$ cat src/rtl/seg7_pkg.sv
// ---------------------------------------------------------------------------
// seg7_pkg
// Shared definitions for the 7-segment capture block:
//   - active-low segment patterns for the digits 0..9 and the blank display
//   - segment bit positions (bit0 = a ... bit6 = g)
//   - the decode result record produced by seg7_pattern_decode
// ---------------------------------------------------------------------------
package seg7_pkg;

    // Segment bit positions inside seg_n
    localparam int SEG_A = 0;
    localparam int SEG_B = 1;
    localparam int SEG_C = 2;
    localparam int SEG_D = 3;
    localparam int SEG_E = 4;
    localparam int SEG_F = 5;
    localparam int SEG_G = 6;

    // Active-low patterns, written bit6..bit0 (g..a); a 0 lights the segment
    localparam logic [6:0] SEG7_0     = 7'h40;
    localparam logic [6:0] SEG7_1     = 7'h79;
    localparam logic [6:0] SEG7_2     = 7'h24;
    localparam logic [6:0] SEG7_3     = 7'h30;
    localparam logic [6:0] SEG7_4     = 7'h19;
    localparam logic [6:0] SEG7_5     = 7'h12;
    localparam logic [6:0] SEG7_6     = 7'h02;
    localparam logic [6:0] SEG7_7     = 7'h58;
    localparam logic [6:0] SEG7_8     = 7'h00;
    localparam logic [6:0] SEG7_9     = 7'h10;
    localparam logic [6:0] SEG7_BLANK = 7'h7F;

    // legal : pattern is one of the eleven recognised ones (digit or blank)
    // blank : pattern is the all-off blank
    // value : BCD value of a digit pattern, 0 for blank or illegal
    typedef struct packed {
        logic       legal;
        logic       blank;
        logic [3:0] value;
    } seg7_dec_t;

endpackage

$ cat src/rtl/seg7_capture_if.sv
// ---------------------------------------------------------------------------
// seg7_capture_if
// The multiplexed display bus being snooped.
//   seg_n    : active-low segments, bit0 = a ... bit6 = g
//   dig_en_n : active-low digit enables, one-hot-low when legal
// Modports:
//   master : whoever drives the display (display path or testbench)
//   slave  : the capture block, which only observes the bus
// ---------------------------------------------------------------------------
interface seg7_capture_if #(
    parameter int DIGITS = 4
);
    logic [6:0]        seg_n;
    logic [DIGITS-1:0] dig_en_n;

    modport master (output seg_n, output dig_en_n);
    modport slave  (input  seg_n, input  dig_en_n);
endinterface

$ cat src/rtl/seg7_pattern_decode.sv
// ---------------------------------------------------------------------------
// seg7_pattern_decode
// Purely combinational: maps an active-low segment pattern onto a decode
// record (legal / blank / BCD value).
// Ports:
//   seg_n_i : active-low segment pattern
//   dec_o   : decode result
// ---------------------------------------------------------------------------
module seg7_pattern_decode
    import seg7_pkg::*;
(
    input  logic [6:0] seg_n_i,
    output seg7_dec_t  dec_o
);

    // Anything outside the eleven known patterns stays at the illegal default
    always_comb begin
        dec_o = '0;
        unique case (seg_n_i)
            SEG7_0:     begin dec_o.legal = 1'b1; dec_o.value = 4'd0; end
            SEG7_1:     begin dec_o.legal = 1'b1; dec_o.value = 4'd1; end
            SEG7_2:     begin dec_o.legal = 1'b1; dec_o.value = 4'd2; end
            SEG7_3:     begin dec_o.legal = 1'b1; dec_o.value = 4'd3; end
            SEG7_4:     begin dec_o.legal = 1'b1; dec_o.value = 4'd4; end
            SEG7_5:     begin dec_o.legal = 1'b1; dec_o.value = 4'd5; end
            SEG7_6:     begin dec_o.legal = 1'b1; dec_o.value = 4'd6; end
            SEG7_7:     begin dec_o.legal = 1'b1; dec_o.value = 4'd7; end
            SEG7_8:     begin dec_o.legal = 1'b1; dec_o.value = 4'd8; end
            SEG7_9:     begin dec_o.legal = 1'b1; dec_o.value = 4'd9; end
            SEG7_BLANK: begin dec_o.legal = 1'b1; dec_o.blank = 1'b1; end
            default:    dec_o = '0;
        endcase
    end

endmodule

$ cat src/rtl/seg7_capture.sv
// ---------------------------------------------------------------------------
// seg7_capture
// Snoops a time-multiplexed active-low 7-segment bus and recovers the BCD
// digit shown in each position. A position/pattern pair must be seen for
// STABLE_CYCLES consecutive clocks before it is accepted, which filters the
// ghosting around scan transitions.
//
// Optional feature macro: SEG7_CAP_SYNC_EN
//   defined   : seg_n and dig_en_n go through a two-flop synchronizer
//               (reset to all-ones) before sampling, adding 2 clk latency
//   undefined : bus is sampled directly and must be synchronous to clk
//
// Ports:
//   clk           : system clock
//   rst_n         : asynchronous active-low reset
//   bus           : display bus (slave modport)
//   clear_i       : synchronous clear of digit_valid, blank and frame tracking
//   digits_o      : recovered BCD, nibble i = position i
//   digit_valid_o : position i accepted since reset or clear
//   blank_o       : position i last accepted as blank
//   frame_valid_o : one-cycle pulse once every position has been accepted
//   err_o         : one-cycle pulse on an illegal stable pattern
// ---------------------------------------------------------------------------
module seg7_capture
    import seg7_pkg::*;
#(
    parameter int DIGITS        = 4,
    parameter int STABLE_CYCLES = 8,
    parameter int CNT_W         = 8
) (
    input  logic                  clk,
    input  logic                  rst_n,
    seg7_capture_if.slave         bus,
    input  logic                  clear_i,
    output logic [4*DIGITS-1:0]   digits_o,
    output logic [DIGITS-1:0]     digit_valid_o,
    output logic [DIGITS-1:0]     blank_o,
    output logic                  frame_valid_o,
    output logic                  err_o
);

    localparam int               POS_W    = (DIGITS > 1) ? $clog2(DIGITS) : 1;
    localparam logic [CNT_W-1:0] STABLE_C = CNT_W'(STABLE_CYCLES);

    logic [6:0]        sampSeg;
    logic [DIGITS-1:0] sampDigEn;

`ifdef SEG7_CAP_SYNC_EN
    logic [6:0]        segSync1_q, segSync2_q;
    logic [DIGITS-1:0] enSync1_q,  enSync2_q;

    // Two-flop synchronizer; all-ones reset reads as "no digit enabled, blank"
    always_ff @(posedge clk or negedge rst_n) begin
        if (!rst_n) begin
            segSync1_q <= '1;
            segSync2_q <= '1;
            enSync1_q  <= '1;
            enSync2_q  <= '1;
        end else begin
            segSync1_q <= bus.seg_n;
            segSync2_q <= segSync1_q;
            enSync1_q  <= bus.dig_en_n;
            enSync2_q  <= enSync1_q;
        end
    end

    assign sampSeg   = segSync2_q;
    assign sampDigEn = enSync2_q;
`else
    assign sampSeg   = bus.seg_n;
    assign sampDigEn = bus.dig_en_n;
`endif

    seg7_dec_t dec;

    seg7_pattern_decode u_decode (
        .seg_n_i (sampSeg),
        .dec_o   (dec)
    );

    logic [DIGITS-1:0] posOh;
    logic [POS_W-1:0]  posIdx;
    logic              posLegal;

    // A position is legal only when exactly one enable is low
    always_comb begin
        posOh    = ~sampDigEn;
        posIdx   = '0;
        posLegal = (posOh != '0) && ((posOh & (posOh - DIGITS'(1))) == '0);
        for (int i = 0; i < DIGITS; i++) begin
            if (posOh[i]) begin
                posIdx = i[POS_W-1:0];
            end
        end
    end

    logic [CNT_W-1:0]  cnt_q, cnt_d;
    logic [6:0]        prevSeg_q;
    logic [POS_W-1:0]  prevPos_q;
    logic              prevValid_q;
    logic              sameAsPrev;
    logic              accept;

    // prevValid_q low means "no previous position", so returning to the same
    // digit after a scan gap always restarts the count from 1.
    // accept fires only on the transition into STABLE_CYCLES, so a long dwell
    // acts exactly once while the counter sits saturated.
    always_comb begin
        sameAsPrev = prevValid_q && (posIdx == prevPos_q) && (sampSeg == prevSeg_q);
        cnt_d      = '0;
        if (!posLegal) begin
            cnt_d = '0;
        end else if (sameAsPrev) begin
            cnt_d = (cnt_q == STABLE_C) ? STABLE_C : cnt_q + CNT_W'(1);
        end else begin
            cnt_d = CNT_W'(1);
        end
        accept = posLegal && (cnt_q != STABLE_C) && (cnt_d == STABLE_C);
    end

    // Stability counter and previous-sample history
    always_ff @(posedge clk or negedge rst_n) begin
        if (!rst_n) begin
            cnt_q       <= '0;
            prevSeg_q   <= 7'h7F;
            prevPos_q   <= '0;
            prevValid_q <= 1'b0;
        end else begin
            cnt_q       <= cnt_d;
            prevSeg_q   <= sampSeg;
            prevPos_q   <= posIdx;
            prevValid_q <= posLegal;
        end
    end

    logic [4*DIGITS-1:0] digits_q, digits_d;
    logic [DIGITS-1:0]   valid_q, valid_d;
    logic [DIGITS-1:0]   blank_q, blank_d;
    logic [DIGITS-1:0]   seen_q, seen_d;
    logic [DIGITS-1:0]   acceptMask;
    logic [DIGITS-1:0]   seenNext;
    logic                frame_d, frame_q;
    logic                err_d, err_q;

    // Result update. clear wins over a same-cycle acceptance, which is then
    // dropped entirely (digits keep their old value). When the seen mask
    // fills, frame_valid pulses and the mask restarts empty on the same edge.
    always_comb begin
        digits_d   = digits_q;
        valid_d    = valid_q;
        blank_d    = blank_q;
        seen_d     = seen_q;
        frame_d    = 1'b0;
        acceptMask = '0;
        seenNext   = seen_q;
        err_d      = accept && !dec.legal;

        acceptMask[posIdx] = accept && dec.legal;

        if (clear_i) begin
            valid_d = '0;
            blank_d = '0;
            seen_d  = '0;
        end else if (acceptMask != '0) begin
            digits_d[int'(posIdx)*4 +: 4] = dec.blank ? 4'd0 : dec.value;
            valid_d  = valid_q | acceptMask;
            blank_d  = dec.blank ? (blank_q | acceptMask) : (blank_q & ~acceptMask);
            seenNext = seen_q | acceptMask;
            if (&seenNext) begin
                frame_d = 1'b1;
                seen_d  = '0;
            end else begin
                seen_d  = seenNext;
            end
        end
    end

    // Result registers
    always_ff @(posedge clk or negedge rst_n) begin
        if (!rst_n) begin
            digits_q <= '0;
            valid_q  <= '0;
            blank_q  <= '0;
            seen_q   <= '0;
            frame_q  <= 1'b0;
            err_q    <= 1'b0;
        end else begin
            digits_q <= digits_d;
            valid_q  <= valid_d;
            blank_q  <= blank_d;
            seen_q   <= seen_d;
            frame_q  <= frame_d;
            err_q    <= err_d;
        end
    end

    assign digits_o      = digits_q;
    assign digit_valid_o = valid_q;
    assign blank_o       = blank_q;
    assign frame_valid_o = frame_q;
    assign err_o         = err_q;

endmodule

$ cat src/flat_wrapper.sv
// flat-port wrapper written by rule: the top's interface ports become plain ports
module seg7_capture_flat import seg7_pkg::*;
#(
    parameter int DIGITS        = 4,
    parameter int STABLE_CYCLES = 8,
    parameter int CNT_W         = 8
)
  (clk, rst_n, clear_i, digits_o, digit_valid_o, blank_o, frame_valid_o, err_o, bus_seg_n, bus_dig_en_n);
  seg7_capture_if #(.DIGITS(DIGITS)) bus_i ();
  input  logic clk;
  input  logic rst_n;
  input  logic clear_i;
  output logic [4*DIGITS-1:0] digits_o;
  output logic [DIGITS-1:0] digit_valid_o;
  output logic [DIGITS-1:0] blank_o;
  output logic frame_valid_o;
  output logic err_o;
  input wire logic [$bits(bus_i.seg_n)-1:0] bus_seg_n;
  input wire logic [$bits(bus_i.dig_en_n)-1:0] bus_dig_en_n;
  assign bus_i.seg_n = bus_seg_n;
  assign bus_i.dig_en_n = bus_dig_en_n;
  seg7_capture #(.DIGITS(DIGITS), .STABLE_CYCLES(STABLE_CYCLES), .CNT_W(CNT_W)) u_core (.clk(clk), .rst_n(rst_n), .bus(bus_i), .clear_i(clear_i), .digits_o(digits_o), .digit_valid_o(digit_valid_o), .blank_o(blank_o), .frame_valid_o(frame_valid_o), .err_o(err_o));
endmodule
$ cat config.mk
export PLATFORM = sky130hd
export DESIGN_NAME = seg7_capture_flat
export DESIGN_NICKNAME = d
export VERILOG_FILES = /design/src/rtl/seg7_pkg.sv /design/src/rtl/seg7_capture_if.sv /design/src/rtl/seg7_pattern_decode.sv /design/src/rtl/seg7_capture.sv /design/src/flat_wrapper.sv
export SDC_FILE = /design/constraint.sdc
export NUM_CORES = 1
export LEC_CHECK = 0
export ABC_AREA = 1
export CORE_MARGIN = 2
export CORE_UTILIZATION = 50
export DETAILED_ROUTE_END_ITERATION = 12
export GPL_ROUTABILITY_DRIVEN = 0
export GPL_TIMING_DRIVEN = 0
export PLACE_DENSITY = 0.76
export SYNTH_ARGS = -nofsm -noshare
export SYNTH_HDL_FRONTEND = slang
export SYNTH_SLANG_ARGS = --single-unit
$ cat constraint.sdc
create_clock -name clk -period 2.32 [get_ports clk]
set_clock_uncertainty 0.1 [all_clocks]
set_input_delay 0.464 -clock clk [delete_from_list [all_inputs] [get_ports clk]]
set_output_delay 0.464 -clock clk [all_outputs]
set_load 0.03 [all_outputs]
* Word level (Yosys, flattened, before mapping)
Cells that the tools add are included.
** Word-level totals
- Bits in registers :: 48
- Input port bits :: 14
- Output and inout bits :: 26
- Word-level logic and storage cells :: 82
** Operators by class
- Add/subtract/negate cells :: 3
- $lt $le $gt $ge :: 2
- Eq/ne operators :: 15
- Shifts and indexed selects :: 2
- Muxes and demuxes :: 24
- Bitwise operators :: 9
- Reduce and logical (&&, ||, !) cells :: 17
** Operator list (number)
- two-way mux 4 bit :: 9
- one-hot mux 4 bit (9 select lines) :: 1
- negator 4 -> 33 bit :: 1
- variable shift 4 x 33 -> 16 bit, first input constant :: 1
- indexed part select 4 x 33 -> 16 bit :: 1
- equality test 7 bit, second input constant :: 4
- two-way mux 8 bit :: 3
- equality test 7 x 5 -> 1 bit, second input constant :: 3
- bitwise mux 16 bit :: 1
- equality test 8 x 4 -> 1 bit, second input constant :: 2
- equality test 7 x 6 -> 1 bit, second input constant :: 2
- AND 4 bit :: 3
- bitwise OR 4 bit :: 3
- OR reduction 11 bit :: 1
- adder 8 x 1 -> 8 bit, second input constant :: 1
- logical AND 1 bit :: 8
- inequality test 8 x 4 -> 1 bit, second input constant :: 1
- inverter 4 bit :: 2
- nonzero test 4 bit :: 2
- equality test 7 x 2 -> 1 bit, second input constant :: 1
- equality test 7 bit :: 1
- zero test 7 bit :: 1
- two-way mux 1 bit :: 7
- zero test 4 bit :: 1
- other kinds (11) :: 12

* Depth between registers and ports, before layout
- Word-level depth :: 18
- Mapped depth :: 18
- Gate-level depth less buffers :: 17

* By module
From an unflattened synthesis, not the netlist that was laid out.
** Second synthesis, totals
- Cell total of the unflattened synthesis :: 462
- Area total of the unflattened synthesis :: 3314.4 µm²
** By module, submodules not included
- seg7_capture :: times used 1, cells each 404, area each 3030.4 µm², sequential area each 1209.9 µm²
- seg7_pattern_decode :: times used 1, cells each 58, area each 284.0 µm², sequential area each 0.0 µm²

* Least setup slack after synthesis
Ideal clock, no wire load.
- Kind :: input -> register
- From :: input bus_dig_en_n[3]
- To :: register u_core.digits_q[12], in the netlist u_core.digits_o[12]
- Setup time :: 118 ps
- Arrival :: 2010 ps
- Required time :: 2102 ps
- Slack :: 93 ps
- Cell stages on the path :: 17
- Path buffers :: 1
- Cell sequence :: nand2_2 -> clkinv_2 -> nand2_1 -> nand2_1 -> nor2_4 -> inv_2 -> nor2_4 -> nand4_2 -> nor2_4 -> nand2_2 -> nor2_4 -> o21ai_2 -> nand2_4 -> buf_8 -> nand3_4 -> nand2_1 -> nand2_1
** Between the ends
- Cells in the longest elaborated chain, start to end :: 13
- Elaborated cells on any way between the ends :: 28
- Those cells by class :: add/sub (2); order compare (2); eq/ne (2); shift (2); mux (6); bitwise (3); reduce/logical (11)
** RTL lines
- start, declared :: RTL line flat_wrapper.sv:19 : input wire logic [$bits(bus_i.dig_en_n)-1:0] bus_dig_en_n;
- inverter 4 bit (*) :: RTL line seg7_capture.sv:87 : posOh = ~sampDigEn;
- branches (longest 12 deep; another with subtractor 4 x 1 -> 4 bit)
- end signal, assigned :: RTL line seg7_capture.sv:188 : digits_q <= digits_d;
- end, declared :: RTL line seg7_capture.sv:136 : logic [4*DIGITS-1:0] digits_q, digits_d;
Every way passes the cells marked *.
A chain may end at the register's enable or synchronous reset.

* Worst setup path after layout
- From :: register u_core.prevSeg_q[4]
- To :: register u_core.digits_q[8], in the netlist u_core.digits_o[8]
** Between the ends
- Cells in the longest elaborated chain, start to end :: 10
** RTL lines
- start, declared :: RTL line seg7_capture.sv:98 : logic [6:0] prevSeg_q;
- start signal, assigned :: RTL line seg7_capture.sv:130 : prevSeg_q <= sampSeg;
- equality test 7 bit :: RTL line seg7_capture.sv:109 : sameAsPrev = prevValid_q && (posIdx == prevPos_q) && (sampSeg == prevSeg_q);
- logical AND 1 bit :: RTL line seg7_capture.sv:109
- two-way mux 8 bit :: RTL line seg7_capture.sv:113 : end else if (sameAsPrev) begin
- two-way mux 8 bit :: RTL line seg7_capture.sv:111 : if (!posLegal) begin
- equality test 8 x 4 -> 1 bit :: RTL line seg7_capture.sv:118 : accept = posLegal && (cnt_q != STABLE_C) && (cnt_d == STABLE_C);
- logical AND 1 bit :: RTL line seg7_capture.sv:118
- logical AND 1 bit :: RTL line seg7_capture.sv:158 : acceptMask[posIdx] = accept && dec.legal;
- AND 4 bit (no line)
- nonzero test 4 bit :: RTL line seg7_capture.sv:164 : end else if (acceptMask != '0) begin
- AND reduction 2 bit (no line)
No other way between the ends.

==> results.tsv <==
metric	value	unit
status	finished, violations left	
failing checks	setup timing	
register area share after synthesis	0.395	
Pwr Density	415	mW/mm^2
vias per cell	5.31	
Mapped Cells	432	
Die Ht	82.3	um
Num CTS Buffers	5	
Pwr Total	1.65	mW
YS warnings	0	
Layout Nets	525	
syn nets	452	
crit path kind	reg -> reg	
Core Box Area	0.00592	sq mm
RR Endpoint	u_core.digits_o[8]$_DFFE_PN0P_	
Largest delay share family, worst path	simple AND/OR/NAND/NOR gates	
residual antenna-violating net count after detailed routing	0	
worst reg-to-reg setup slack	-130	ps
hold buffers post-CTS	0	
critical path's most frequent cell	nand2_1	
VDD IR-drop max	0.274	mV
met2 Usage GRT	0.392	
post-DP HPWL	5260	um
Buffers & Inverters on Critical Path	3	
Hold Path Class	in -> async	
H-tree depth	2	
Inst Count DP	546	
Yosys top cell area share	0.335	
initial antenna violation count	0	
final WL	7710	um
initial drt markers	147	
Seq cells post-synth	48	
fin. max-slew vios	0	
RSZ-0062 raised after global routing	true	
hold slack	21.8	ps
All-Layer GR Usage	0.240	
Skew-Pair Late Insertion Delay	310	ps
Synth area leaders	dfrtp_1 33%, nand2_1 16%, nor2_1 8.0%	
layout cells sized above 1	0.251	
first-pass GRT wire length	12500	um
DIE AREA	0.00677	sq mm
Critical path origin	u_core.prevSeg_q[4]$_DFF_PN1_	
initial core utilization	0.518	
Critical Path Fanout Max	5	
detailed-route wire length per cell	13.3	um
Relative slew margins	0.493	
number of I/O port buffers	38	
synthesized area per cell	7.09	sq um
routed via count	3087	
Worst Setup End Kind	flop	
crit start category	flop	
clk root buf	clkbuf_8	
maxcap violations	0	
clock buffer depth	2	
worst reg2reg path depth	18	
FP Rows	28	
Worst EP arrival	2550	ps
critical-path cell list	inv_2, nand2_1, nand2_1, nor2_1, nand2_1, inv_1, nand2_2, nor2_4, nand4_4, nor2_4, nand2_2, nor2_4, o21ai_2, nand2_4, buf_8, nand3_4, nand2_2, nand2_1	
met3 Usage GRT	0.0478	
clock sinks	48	
synth unique cells	34	
most common cell after layout, fill and taps aside	nand2_1	
Horiz. Die Dim	82.3	um
Worst Tran Pin Value	751	ps
Tmin final	2450	ps
crit-path max cell delay	570	ps
Mapped Area	0.00306	sq mm
Remaining DRCs	0	
vias in the first global route	2841	
most frequent cells in the layout	110 x nand2_1, 56 x nor2_1, 51 x inv_1, 41 x dfrtp_1, 30 x buf_4	
non-filler cells, final	581	
ANT cells	0	
Final period util	1.05	
Setup WS post-layout	-126	ps
drt first pass iters	7	
# setup viols final	22	
met1 GRT Util	0.305	
CTS tree	yes	
Ports	40	
Area Growth Syn to Fin	29.9	%
Overflow after GRT	0	
R2R Path Start	u_core.prevSeg_q[4]$_DFF_PN1_	
Achievable Freq	409	MHz
Slowest cell on crit path	dfstp_2	
largest net degree at the start of global routing	29	
Critical Path RT	2420	ps
Synth area leader	dfrtp_1	
Hold Vio Cnt, Final	0	
Clock transition at path regs	90	ps
Leak Pwr	2.02	nW
gr busiest metal	met2	
## kinds of logic (layout without fill, tap and decap cells)
| kind of cell | Yosys count | count (layout) | share of synthesized area |
|---|---|---|---|
| buf+inv | 77 | 151 | 0.108 |
| fa+ha+maj | 6 | 6 | 0.0245 |
| simple gates | 280 | 280 | 0.430 |
| compound gates | 21 | 21 | 0.0429 |
| flops | 48 | 48 | 0.395 |
## timing repair
item                                    4_1_cts  5_1_grt
pin swaps                                    15       18
endpoints found under the setup margin       29       29
gates resized for setup                      38       33
gates cloned                                  1        0
setup buffers                                14       13
## cell usage after synthesis
cell      number
nand2_1      127
nor2_1        65
inv_1         57
dfrtp_1       41
nand3_1       30
nand4_1       26
nor3_1        10
dfstp_2        7
inv_2          7
a21oi_1        6
ha_1           6
nor2_4         6
buf_4          5
nand2_2        5
o21ai_1        5
buf_2          3
nand3_4        3
o211ai_1       3
clkbuf_1       2
nand2_4        2
o21ai_0        2
o21ai_2        2
a31oi_1        1
buf_6          1
buf_8          1
clkinv_2       1
nand3_2        1
nand3b_1       1
nand4_2        1
nor2_2         1
nor3_2         1
nor4_2         1
o2111a_1       1
o41ai_1        1
## worst reg2reg max path, delay by kind of cell, from the launching register on
| kind | cells | cell delay [ps] |
|---|---|---|
| buf+inv | 3 | 260 |
| flops | 1 | 570 |
| simple gates | 14 | 1340 |
| compound gates | 1 | 80 |
## worst max path at each step
stage	to	slack, ps	cells past startpoint
after floorplan	u_core.digits_o[12]$_DFFE_PN0P_	90	17
after CTS	u_core.digits_o[10]$_DFFE_PN0P_	-90	18
after global routing	u_core.digits_o[8]$_DFFE_PN0P_	-300	18
final	u_core.digits_o[8]$_DFFE_PN0P_	-130	18
after global placement	u_core.seen_q[1]$_DFFE_PN0P_	-780	15
after detailed placement	u_core.seen_q[0]$_DFFE_PN0P_	-830	15
## power by group
part | total, mW | internal (mW) | switching (mW)
Clock | 0.538 | 0.242 | 0.296
Sequential | 0.862 | 0.853 | 0.00914
Combinational | 0.253 | 0.0828 | 0.171
## routing by layer
layer / wire length, um / up-vias
met4: 211 / 0
met5: 0 / -
met1: 3390 / 1425
met3: 436 / 21
li1: - / 1516
met2: 3670 / 125
## flip-flops by register name, indices dropped and copies added (netlist names)
name,count
u_core.blank_o,4
u_core.cnt_q,8
u_core.digit_valid_o,4
u_core.digits_o,16
u_core.err_o,1
u_core.frame_valid_o,1
u_core.prevPos_q,2
u_core.prevSeg_q,7
u_core.prevValid_q,1
u_core.seen_q,4
## through the flow
| stage | util | cell area, sq um | setup TNS [ps] | setup WS (ps) |
|---|---|---|---|---|
| 4_1_cts | 0.650 | 3850 | -1440 | -90.7 |
| 2_1_floorplan | - | 3060 | 0 | 92.5 |
| 3_3_place_gp | 0.598 | 3540 | -47470 | -782 |
| 3_5_place_dp | 0.600 | 3550 | -20760 | -830 |
| 5_1_grt | 0.672 | 3980 | -6660 | -297 |
| 6_report | 0.672 | 3980 | -2190 | -126 |
## area by class of cell
class | instances | area, sq um
Timing Repair Buffer | 66 | 609
Buffer | 12 | 86.3
Clock inverter | 2 | 15.0
Tap cell | 75 | 93.8
Multi-Input combinational cell | 307 | 1640
Clock buffer | 6 | 82.6
Fill cell | 492 | 1940
Sequential cell | 48 | 1210
Inverter | 65 | 249
Power figures use the tool's default switching activity.
